**src/rtl/clk_ratio_detect_pkg.sv**
```systemverilog
// Shared types and defaults for the clock ratio detector.
//   meas_state_e : measurement FSM states
//   CNT_W_DEF    : default width of the period/high-time counters
package clk_meas_pkg;

  localparam int unsigned CNT_W_DEF = 8;

  typedef enum logic [1:0] {
    IDLE    = 2'd0,
    FIRST   = 2'd1,
    MEASURE = 2'd2,
    LOCKED  = 2'd3
  } meas_state_e;

endpackage

```
**src/rtl/clk_ratio_detect_edge_sync.sv**
```systemverilog
// Two-flop synchroniser plus history flop with rise/fall detection.
// Ports:
//   clk_in     : sampling clock
//   reset_n    : asynchronous active-low reset
//   i_d        : asynchronous input to sample
//   o_s        : synchronised level
//   o_rise_c   : one-cycle pulse on a synchronised 0->1 transition
//   o_fall_c   : one-cycle pulse on a synchronised 1->0 transition
module edge_sync (
  input  logic clk_in,
  input  logic reset_n,
  input  logic i_d,
  output logic o_s,
  output logic o_rise_c,
  output logic o_fall_c
);

  logic r_meta;
  logic r_sync;
  logic r_hist;

  // Metastability stage, resolved stage, and one cycle of history for edges
  always_ff @(posedge clk_in or negedge reset_n) begin
    if (!reset_n) begin
      r_meta <= 1'b0;
      r_sync <= 1'b0;
      r_hist <= 1'b0;
    end else begin
      r_meta <= i_d;
      r_sync <= r_meta;
      r_hist <= r_sync;
    end
  end

  assign o_s      = r_sync;
  assign o_rise_c = r_sync & ~r_hist;
  assign o_fall_c = ~r_sync & r_hist;

endmodule

```
**src/rtl/clk_ratio_detect.sv**
```systemverilog
// Measures a divided clock against the fast clock it was derived from.
// Period (rise to rise) and high time (rise to fall) are counted in clk_in
// cycles; locked is raised after LOCK_CNT consecutive matching periods.
// Ports:
//   clk_in       : measurement clock
//   reset_n      : asynchronous active-low reset
//   div_clk      : divided clock under test (asynchronous, sampled only)
//   meas_en      : 1 = measure, 0 = return to IDLE
//   period       : last complete period in clk_in cycles
//   high_time    : last complete high time in clk_in cycles
//   period_valid : one-cycle pulse when period/high_time update
//   locked       : ratio stable for LOCK_CNT consecutive periods
//   timeout      : sticky, no edge within 2**CNT_W-1 cycles
module clk_ratio_detect
  import clk_meas_pkg::*;
#(
  parameter int unsigned CNT_W    = CNT_W_DEF,
  parameter int unsigned LOCK_CNT = 4,
  parameter int unsigned TOL      = 0
) (
  input  logic             clk_in,
  input  logic             reset_n,
  input  logic             div_clk,
  input  logic             meas_en,
  output logic [CNT_W-1:0] period,
  output logic [CNT_W-1:0] high_time,
  output logic             period_valid,
  output logic             locked,
  output logic             timeout
);

  localparam int unsigned     DW      = CNT_W + 1;
  localparam int unsigned     MW      = $clog2(LOCK_CNT + 1);
  localparam logic [CNT_W-1:0] CNT_MAX = '1;

  logic w_s_unused;
  logic w_rise;
  logic w_fall;

  meas_state_e      r_state,       w_state_nxt;
  logic [CNT_W-1:0] r_cnt,         w_cnt_nxt;
  logic [CNT_W-1:0] r_high_cap,    w_high_cap_nxt;
  logic [CNT_W-1:0] r_prev,        w_prev_nxt;
  logic             r_prev_ok,     w_prev_ok_nxt;
  logic [MW-1:0]    r_match,       w_match_nxt;
  logic [CNT_W-1:0] r_period,      w_period_nxt;
  logic [CNT_W-1:0] r_high_time,   w_high_time_nxt;
  logic             r_valid,       w_valid_nxt;
  logic             r_locked,      w_locked_nxt;
  logic             r_timeout,     w_timeout_nxt;

  logic [CNT_W-1:0] w_cnt_inc;
  logic [DW-1:0]    w_diff;
  logic [DW-1:0]    w_mag;
  logic             w_same;
  logic [MW-1:0]    w_match_inc;

  edge_sync u_sync (
    .clk_in   (clk_in),
    .reset_n  (reset_n),
    .i_d      (div_clk),
    .o_s      (w_s_unused),
    .o_rise_c (w_rise),
    .o_fall_c (w_fall)
  );

  // Saturating cycle counter increment
  assign w_cnt_inc = (r_cnt == CNT_MAX) ? r_cnt : r_cnt + CNT_W'(1);

  // Signed difference one bit wider than the counters, then magnitude
  assign w_diff      = {1'b0, r_cnt} - {1'b0, r_prev};
  assign w_mag       = w_diff[CNT_W] ? -w_diff : w_diff;
  assign w_same      = r_prev_ok && (w_mag <= DW'(TOL));
  assign w_match_inc = r_match + MW'(1);

  // Next-state and output decode
  always_comb begin
    w_state_nxt     = r_state;
    w_cnt_nxt       = r_cnt;
    w_high_cap_nxt  = r_high_cap;
    w_prev_nxt      = r_prev;
    w_prev_ok_nxt   = r_prev_ok;
    w_match_nxt     = r_match;
    w_period_nxt    = r_period;
    w_high_time_nxt = r_high_time;
    w_valid_nxt     = 1'b0;
    w_locked_nxt    = r_locked;
    w_timeout_nxt   = r_timeout;

    if (!meas_en) begin
      // Disable wins over any edge or timeout in the same cycle
      w_state_nxt   = IDLE;
      w_cnt_nxt     = '0;
      w_match_nxt   = '0;
      w_locked_nxt  = 1'b0;
      w_timeout_nxt = 1'b0;
    end else if (r_state == IDLE) begin
      w_state_nxt = FIRST;
      w_cnt_nxt   = '0;
    end else begin
      w_cnt_nxt = w_cnt_inc;
      if (w_rise) begin
        w_cnt_nxt = CNT_W'(1);
        if (r_state == FIRST) begin
          // Partial first period is discarded
          w_state_nxt   = MEASURE;
          w_match_nxt   = '0;
          w_prev_ok_nxt = 1'b0;
        end else begin
          w_period_nxt    = r_cnt;
          w_high_time_nxt = r_high_cap;
          w_valid_nxt     = 1'b1;
          w_prev_nxt      = r_cnt;
          w_prev_ok_nxt   = 1'b1;
          if (r_state == MEASURE) begin
            if (w_same) begin
              w_match_nxt = w_match_inc;
              if (w_match_inc == MW'(LOCK_CNT)) begin
                w_state_nxt  = LOCKED;
                w_locked_nxt = 1'b1;
              end
            end else begin
              w_match_nxt = '0;
            end
          end else if (!w_same) begin
            w_state_nxt  = MEASURE;
            w_match_nxt  = '0;
            w_locked_nxt = 1'b0;
          end
        end
      end else if (r_cnt == CNT_MAX) begin
        // No edge within the counter range: restart and flag
        w_state_nxt   = FIRST;
        w_cnt_nxt     = '0;
        w_locked_nxt  = 1'b0;
        w_timeout_nxt = 1'b1;
      end else if (w_fall && (r_state != FIRST)) begin
        w_high_cap_nxt = r_cnt;
      end
    end
  end

  // State and output registers
  always_ff @(posedge clk_in or negedge reset_n) begin
    if (!reset_n) begin
      r_state     <= IDLE;
      r_cnt       <= '0;
      r_high_cap  <= '0;
      r_prev      <= '0;
      r_prev_ok   <= 1'b0;
      r_match     <= '0;
      r_period    <= '0;
      r_high_time <= '0;
      r_valid     <= 1'b0;
      r_locked    <= 1'b0;
      r_timeout   <= 1'b0;
    end else begin
      r_state     <= w_state_nxt;
      r_cnt       <= w_cnt_nxt;
      r_high_cap  <= w_high_cap_nxt;
      r_prev      <= w_prev_nxt;
      r_prev_ok   <= w_prev_ok_nxt;
      r_match     <= w_match_nxt;
      r_period    <= w_period_nxt;
      r_high_time <= w_high_time_nxt;
      r_valid     <= w_valid_nxt;
      r_locked    <= w_locked_nxt;
      r_timeout   <= w_timeout_nxt;
    end
  end

  assign period       = r_period;
  assign high_time    = r_high_time;
  assign period_valid = r_valid;
  assign locked       = r_locked;
  assign timeout      = r_timeout;

endmodule

```
**config.mk**
```make
export PLATFORM = sky130hd
export DESIGN_NAME = clk_ratio_detect
export DESIGN_NICKNAME = d
export VERILOG_FILES = /design/src/rtl/clk_ratio_detect_pkg.sv /design/src/rtl/clk_ratio_detect_edge_sync.sv /design/src/rtl/clk_ratio_detect.sv
export SDC_FILE = /design/constraint.sdc
export NUM_CORES = 1
export LEC_CHECK = 0
export ABC_AREA = 1
export BUFFER_PORTS_ARGS = -buffer_cell sky130_fd_sc_hd__buf_4
export CAP_MARGIN = 20
export CELL_PAD_IN_SITES_DETAIL_PLACEMENT = 1
export CELL_PAD_IN_SITES_GLOBAL_PLACEMENT = 2
export CORE_AREA = 2 2 90 92
export DETAILED_ROUTE_END_ITERATION = 8
export DIE_AREA = 0 0 92 94
export GPL_ROUTABILITY_DRIVEN = 0
export PLACE_DENSITY = 0.87
export SLEW_MARGIN = 5
export SYNTH_ARGS = -nofsm -noshare
export SYNTH_HDL_FRONTEND = slang
export SYNTH_HIERARCHICAL = 1
export SYNTH_SLANG_ARGS = --single-unit
```
**constraint.sdc**
```tcl
create_clock -name clk_in -period 2.95 [get_ports clk_in]
set_clock_uncertainty 0.05 [all_clocks]
set_input_delay 0.295 -clock clk_in [delete_from_list [all_inputs] [get_ports clk_in]]
set_output_delay 0.295 -clock clk_in [all_outputs]
set_load 0.005 [all_outputs]
```
==> results of run 1 <==
==> layout make-up <==
cell class | count | share of cell area (%)
multi-input cells | 244 | 43.0
flip-flops and latches | 44 | 35.5
clock buffers | 7 | 3.11
well taps | 102 | 4.12
repair buffers | 27 | 6.62
inverters | 55 | 6.66
clock inverters | 1 | 0.969
==> critical path: stages (launching register included) <==
cell and delay [ns]:
dfrtp_1 0.41, ha_1 0.21, inv_1 0.10, fa_2 0.47, nor3_4 0.25, nand2_1 0.09
nor2_1 0.09, nand3_1 0.09, nand2_1 0.07, nand2_1 0.05, nand2_1 0.09, nand2_4 0.08
clkinv_1 0.06, nand3_2 0.11, nand2_1 0.10, nand2_2 0.07, nand3_1 0.09, nand2_1 0.05
==> stage by stage <==
stage / setup WS [ns] / util (%) / hold slack, ns
5_1_grt: 0.0460 / 40.7 / 0.0419
3_3_place_gp: 0.230 / 38.6 / 0.283
6_report: 0.321 / 40.7 / 0.0557
3_5_place_dp: 0.141 / 38.6 / 0.286
2_1_floorplan: 0.495 / - / -0.0506
4_1_cts: 0.125 / 40.3 / 0.0436
==> power by group <==
group | switching [W] | total [W] | internal (W)
clock network | 0.000210 | 0.000509 | 0.000299
registers | 0.0000205 | 0.000650 | 0.000629
logic | 0.000338 | 0.000521 | 0.000183
total | 0.000569 | 0.00168 | 0.00111
==> logic make-up (layout without fill, tap and decap cells) <==
| family | Yosys count | in the layout | synth area share [%] |
|---|---|---|---|
| buffers and inverters | 59 | 90 | 8.50 |
| adder cells (fa/ha/maj) | 16 | 16 | 7.88 |
| AND/OR/NAND/NOR | 188 | 188 | 33.4 |
| flip-flops | 44 | 44 | 41.8 |
| XOR/XNOR | 2 | 2 | 0.665 |
| AO/OA/AOI/OAI | 38 | 38 | 7.79 |
==> registers in the layout, indices dropped and copies added, names as in the netlist <==
register       count
u_sync/r_meta      1
timeout            1
r_state            2
u_sync/r_hist      1
period             8
r_cnt              8
period_valid       1
r_high_cap         8
r_match            3
u_sync/o_s         1
high_time          8
r_prev_ok          1
locked             1
==> final timing paths <==
| check | depth (start not counted) | end | slack (ns) | start |
|---|---|---|---|---|
| worst max-delay path | 17 | r_state[1] | 0.32 | period[0] |
| worst min-delay path | 1 | u_sync/r_meta | 0.06 | div_clk |
| worst max register to register | 17 | r_state[1] | 0.32 | period[0] |
| worst min register to register | 0 | u_sync/o_s | 0.31 | u_sync/r_meta |
| max in group asynchronous | 2 | r_high_cap[2] | 2.00 | reset_n |
| min in group asynchronous | 2 | r_match[0] | 0.47 | reset_n |
==> timing repair <==
action                                  in CTS  in global routing
endpoints found under the setup margin       0                  6
hold buffers                                 1                  0
endpoints found under the hold margin       44                  0
buffers inserted                             0                  1
gates resized for setup                      0                  6
==> synth_stat cells, drive strengths merged <==
master,count
inv,52
xor2,1
fa,1
o311ai,1
xnor2,1
nor2,26
nand3b,3
or2,1
o21ai,24
clkbuf,2
nor3,9
nand2,114
nand3,34
nor4,1
a21oi,11
o21bai,1
clkinv,3
buf,2
ha,15
a31oi,1
dfrtp,44
==> metal layers <==
layer	vias to the layer above	share of wire [%]	track usage, %
li1	1147	-	-
met1	1099	48	21.7
met2	26	48	28.1
met3	7	2.5	2.09
met4	0	1.4	5.22
met5	-	0	0
==> results.toml, run 1 <==
[clock_tree]
clockBufferDepth = 2
cts.sink_count = 44
cts-root-buf = "clkbuf_8"
cts_made_buffers = 5
insertion_delay_ns = 0.30
cts_tree = "yes"
clkSlewWorstSetupHoldPaths_ns = 0.09
ctsHtreeMaxLevel = 2

[outcome]
status = "complete, no violations"

[timing]
max_freq_mhz = 380
rsz0062_at_grt = "no"
worst_pin_slew_ns = 0.555
timing.final.crit_share_pct = 89.1
final.min_clock_period_ns = 2.63
setup_viol = 0
slew_headroom_pct = 62.7
hold_viol_final = 0
maxSlewViolCount = 0
tns_ns = 0

[global_routing]
grt_overflow_total = 0
grt_pass1_wl_um = 11400
grtUsageTotal_pct = 16.4
antenna_found_initial = 0
grt_start_max_net_pins = 45
grt_pass1_vias = 2380

[synthesis]
synth.distinct_cells = 31
syn-num-nets = 367
syn-cell-area_um2 = 2640
syn_inst = 347
synth_top_area_share_pct = 41.8
seq_area_frac_synth_pct = 41.8
synth_seq_cells = 44
synth_area_leader_cell = "dfrtp_1"
avgSynthCellArea_um2 = 7.59
synthTopCellsByArea = "dfrtp_1, nand2_1, ha_1"
yosys_warnings = 6

[worst_setup_path]
worst-endpoint-required_ns = 3.10
crit_path_max_fanout = 4
worstSetupStartpointType = "register"
path_class = "register to register"
worstSetupEndpointType = "register"
cp.arrival_ns = 2.78

[floorplanning]
rows = 32
pin_count = 23
design.die.area_um2 = 8650
initial_core_util_pct = 34.6
die_y_um = 94
core_area_um2 = 7610
die_w_um = 92

[layout]
multi_input_area_um2 = 1330
syn2layout_area_growth_pct = 17.6
final_cell_mix = "nand2_1, inv_1, dfrtp_1, nand3_1, buf_4"
seqCellArea_um2 = 1100
fillers = 979
layout-drive-gt1-share_pct = 16.7
final_common_cell = "nand2_1"
finalInstanceArea_um2 = 3100
antenna_cells = 0
nNetsFinal = 397
stdcell_count = 480

[power_and_ir_drop]
p_leak_nw = 1.63
peakVddDrop_mv = 0.315
power_w = 0.00168
power_density_nw_per_um2 = 542

[placed_design]
dp_hpwl_um = 4940
place_inst = 470
io_buffers = 22
place_area_um2 = 2930

[route]
drcViolationCount = 0
drtIter0Drc = 68
antenna_left = 0
post_drt_wl_per_cell_um = 13.5
postRouteWirelength_um = 6490
viasPerCell = 4.75
first_pass_iters = 4
vias = 2279

[run]
drv_cap = 0

[min_path]
hp-class = "input pin to register"
Note: power is estimated with default switching activity, not from simulation.
==> inputs of run 2 (changes only) <==
--- a/config.mk
+++ b/config.mk
@@ -14,6 +14,7 @@
 export DETAILED_ROUTE_END_ITERATION = 8
 export DIE_AREA = 0 0 92 94
 export GPL_ROUTABILITY_DRIVEN = 0
+export MAX_ROUTING_LAYER = met4
 export PLACE_DENSITY = 0.87
 export SLEW_MARGIN = 5
 export SYNTH_ARGS = -nofsm -noshare
==> results.toml, run 2 (synthesis results as in run 1) <==
[min_path]
hp-class = "input pin to register"

[power_and_ir_drop]
power_frac_comb_pct = 31.0
peakVddDrop_mv = 0.314
p_clk_share_pct = 30.4
power_frac_seq_pct = 38.6
p_switching_w = 0.000571
power_density_nw_per_um2 = 543
p_leak_nw = 1.63
p_sw_share_pct = 33.9
p_int_w = 0.00111

[clock_tree]
clkSlewWorstSetupHoldPaths_ns = 0.09
ctsHtreeMaxLevel = 2
cts_tree = "yes"
insertion_delay_ns = 0.30
cts-root-buf = "clkbuf_8"
cts_made_buffers = 5
clockBufferDepth = 2
cts.sink_count = 44

[worst_setup_path]
rrSetupSlack_ns = 0.32
worst-endpoint-required_ns = 3.10
crit_path_max_fanout = 4
cp.arrival_ns = 2.78
worstSetupStartpointType = "register"
path_class = "register to register"
worstSetupEndpointType = "register"

[outcome]
status = "complete, no violations"

[global_routing]
grt_pass1_wl_um = 11400
grtUsageTotal_pct = 16.9
grt_overflow_total = 0
grt_start_max_net_pins = 45
grt_pass1_vias = 2378
antenna_found_initial = 0

[layout]
post-route-util_pct = 40.7
syn2layout_area_growth_pct = 17.6
antenna_cells = 0
final_cell_mix = "nand2_1, inv_1, dfrtp_1, nand3_1, buf_4"
layout-drive-gt1-share_pct = 16.7
nNetsFinal = 397
final_common_cell = "nand2_1"
stdcell_count = 480

[timing]
maxSlewViolCount = 0
hold_viol_final = 0
timing.final.crit_share_pct = 89.2
hold_ws_ns = 0.0555
final.min_clock_period_ns = 2.63
max_freq_mhz = 380
slew_headroom_pct = 62.3
tns_ns = 0
setup_viol = 0
rsz0062_at_grt = "no"
worst_pin_slew_ns = 0.560

[floorplanning]
core_area_um2 = 7610
rows = 32
pin_count = 23
die_w_um = 92
initial_core_util_pct = 34.6
design.die.area_um2 = 8650
die_y_um = 94

[route]
drtIter0Drc = 73
drcViolationCount = 0
post_drt_wl_per_cell_um = 13.6
viasPerCell = 4.75
vias = 2279
first_pass_iters = 4
antenna_left = 0
postRouteWirelength_um = 6520

[placed_design]
dp_hpwl_um = 4940
place_inst = 470
io_buffers = 22

[run]
drv_cap = 0
==> run 2: cell counts in the layout (fill, tap and decap cells not counted) <==
No cell type changed its count.
==> run 2: final timing paths <==
| check | from | end | cells after the start |
|---|---|---|---|
| max | period[0] | r_state[1] | 17 |
| min | div_clk | u_sync/r_meta | 1 |
| max reg2reg | period[0] | r_state[1] | 17 |
| min reg2reg | u_sync/r_meta | u_sync/o_s | 0 |
| max in group asynchronous | reset_n | r_high_cap[5] | 2 |
| min in group asynchronous | reset_n | r_match[0] | 2 |
==> run 2: area by class of cell <==
class / count / area, um2
clock inverter: 1 / 30.0
sequential: 44 / 1100
clock buffer: 7 / 96.3
tap: 102 / 128
multi-input combinational: 244 / 1330
inverter: 55 / 206
timing repair buffer: 27 / 205
fill: 979 / 4510
==> run 2: stage by stage <==
step | power, W | setup WS [ns] | cell area (um2)
3_5_place_dp | 0.00115 | 0.141 | 2930
5_1_grt | 0.00180 | 0.0441 | 3100
2_1_floorplan | 0.00103 | 0.495 | 2640
3_3_place_gp | 0.00114 | 0.230 | 2930
6_report | 0.00168 | 0.318 | 3100
4_1_cts | 0.00167 | 0.125 | 3070
==> run 2: what timing repair did <==
item,in CTS,in global routing
endpoints found under the setup margin,0,6
hold endpoints to repair,44,0
buffers inserted,0,1
hold buffers,1,0
gates resized for setup,0,6
==> run 2: power by group through the flow <==
stage          combinational (W)  sequential (W)  clock, W
2_1_floorplan           0.000370        0.000656         0
3_3_place_gp            0.000480        0.000661         0
3_5_place_dp            0.000493        0.000662         0
4_1_cts                 0.000498        0.000650  0.000524
5_1_grt                 0.000598        0.000655  0.000546
6_report                0.000521        0.000650  0.000511
==> run 2: layer usage <==
metal  global-route usage (%)  routed length [um]  up-vias
met4                     5.22                  91        0
li1                         -                   -     1147
met3                     2.09                 148        7
met5                        -                   0        -
met2                     28.2                3140       24
met1                     21.8                3130     1101
==> run 2: critical path: stages (launching register included) <==
cell and delay, ns:
dfrtp_1 0.41, ha_1 0.21, inv_1 0.10, fa_2 0.47, nor3_4 0.25, nand2_1 0.09, nor2_1 0.09, nand3_1 0.09
nand2_1 0.07, nand2_1 0.05, nand2_1 0.09, nand2_4 0.08, clkinv_1 0.06, nand3_2 0.11, nand2_1 0.10, nand2_2 0.07
nand3_1 0.09, nand2_1 0.05
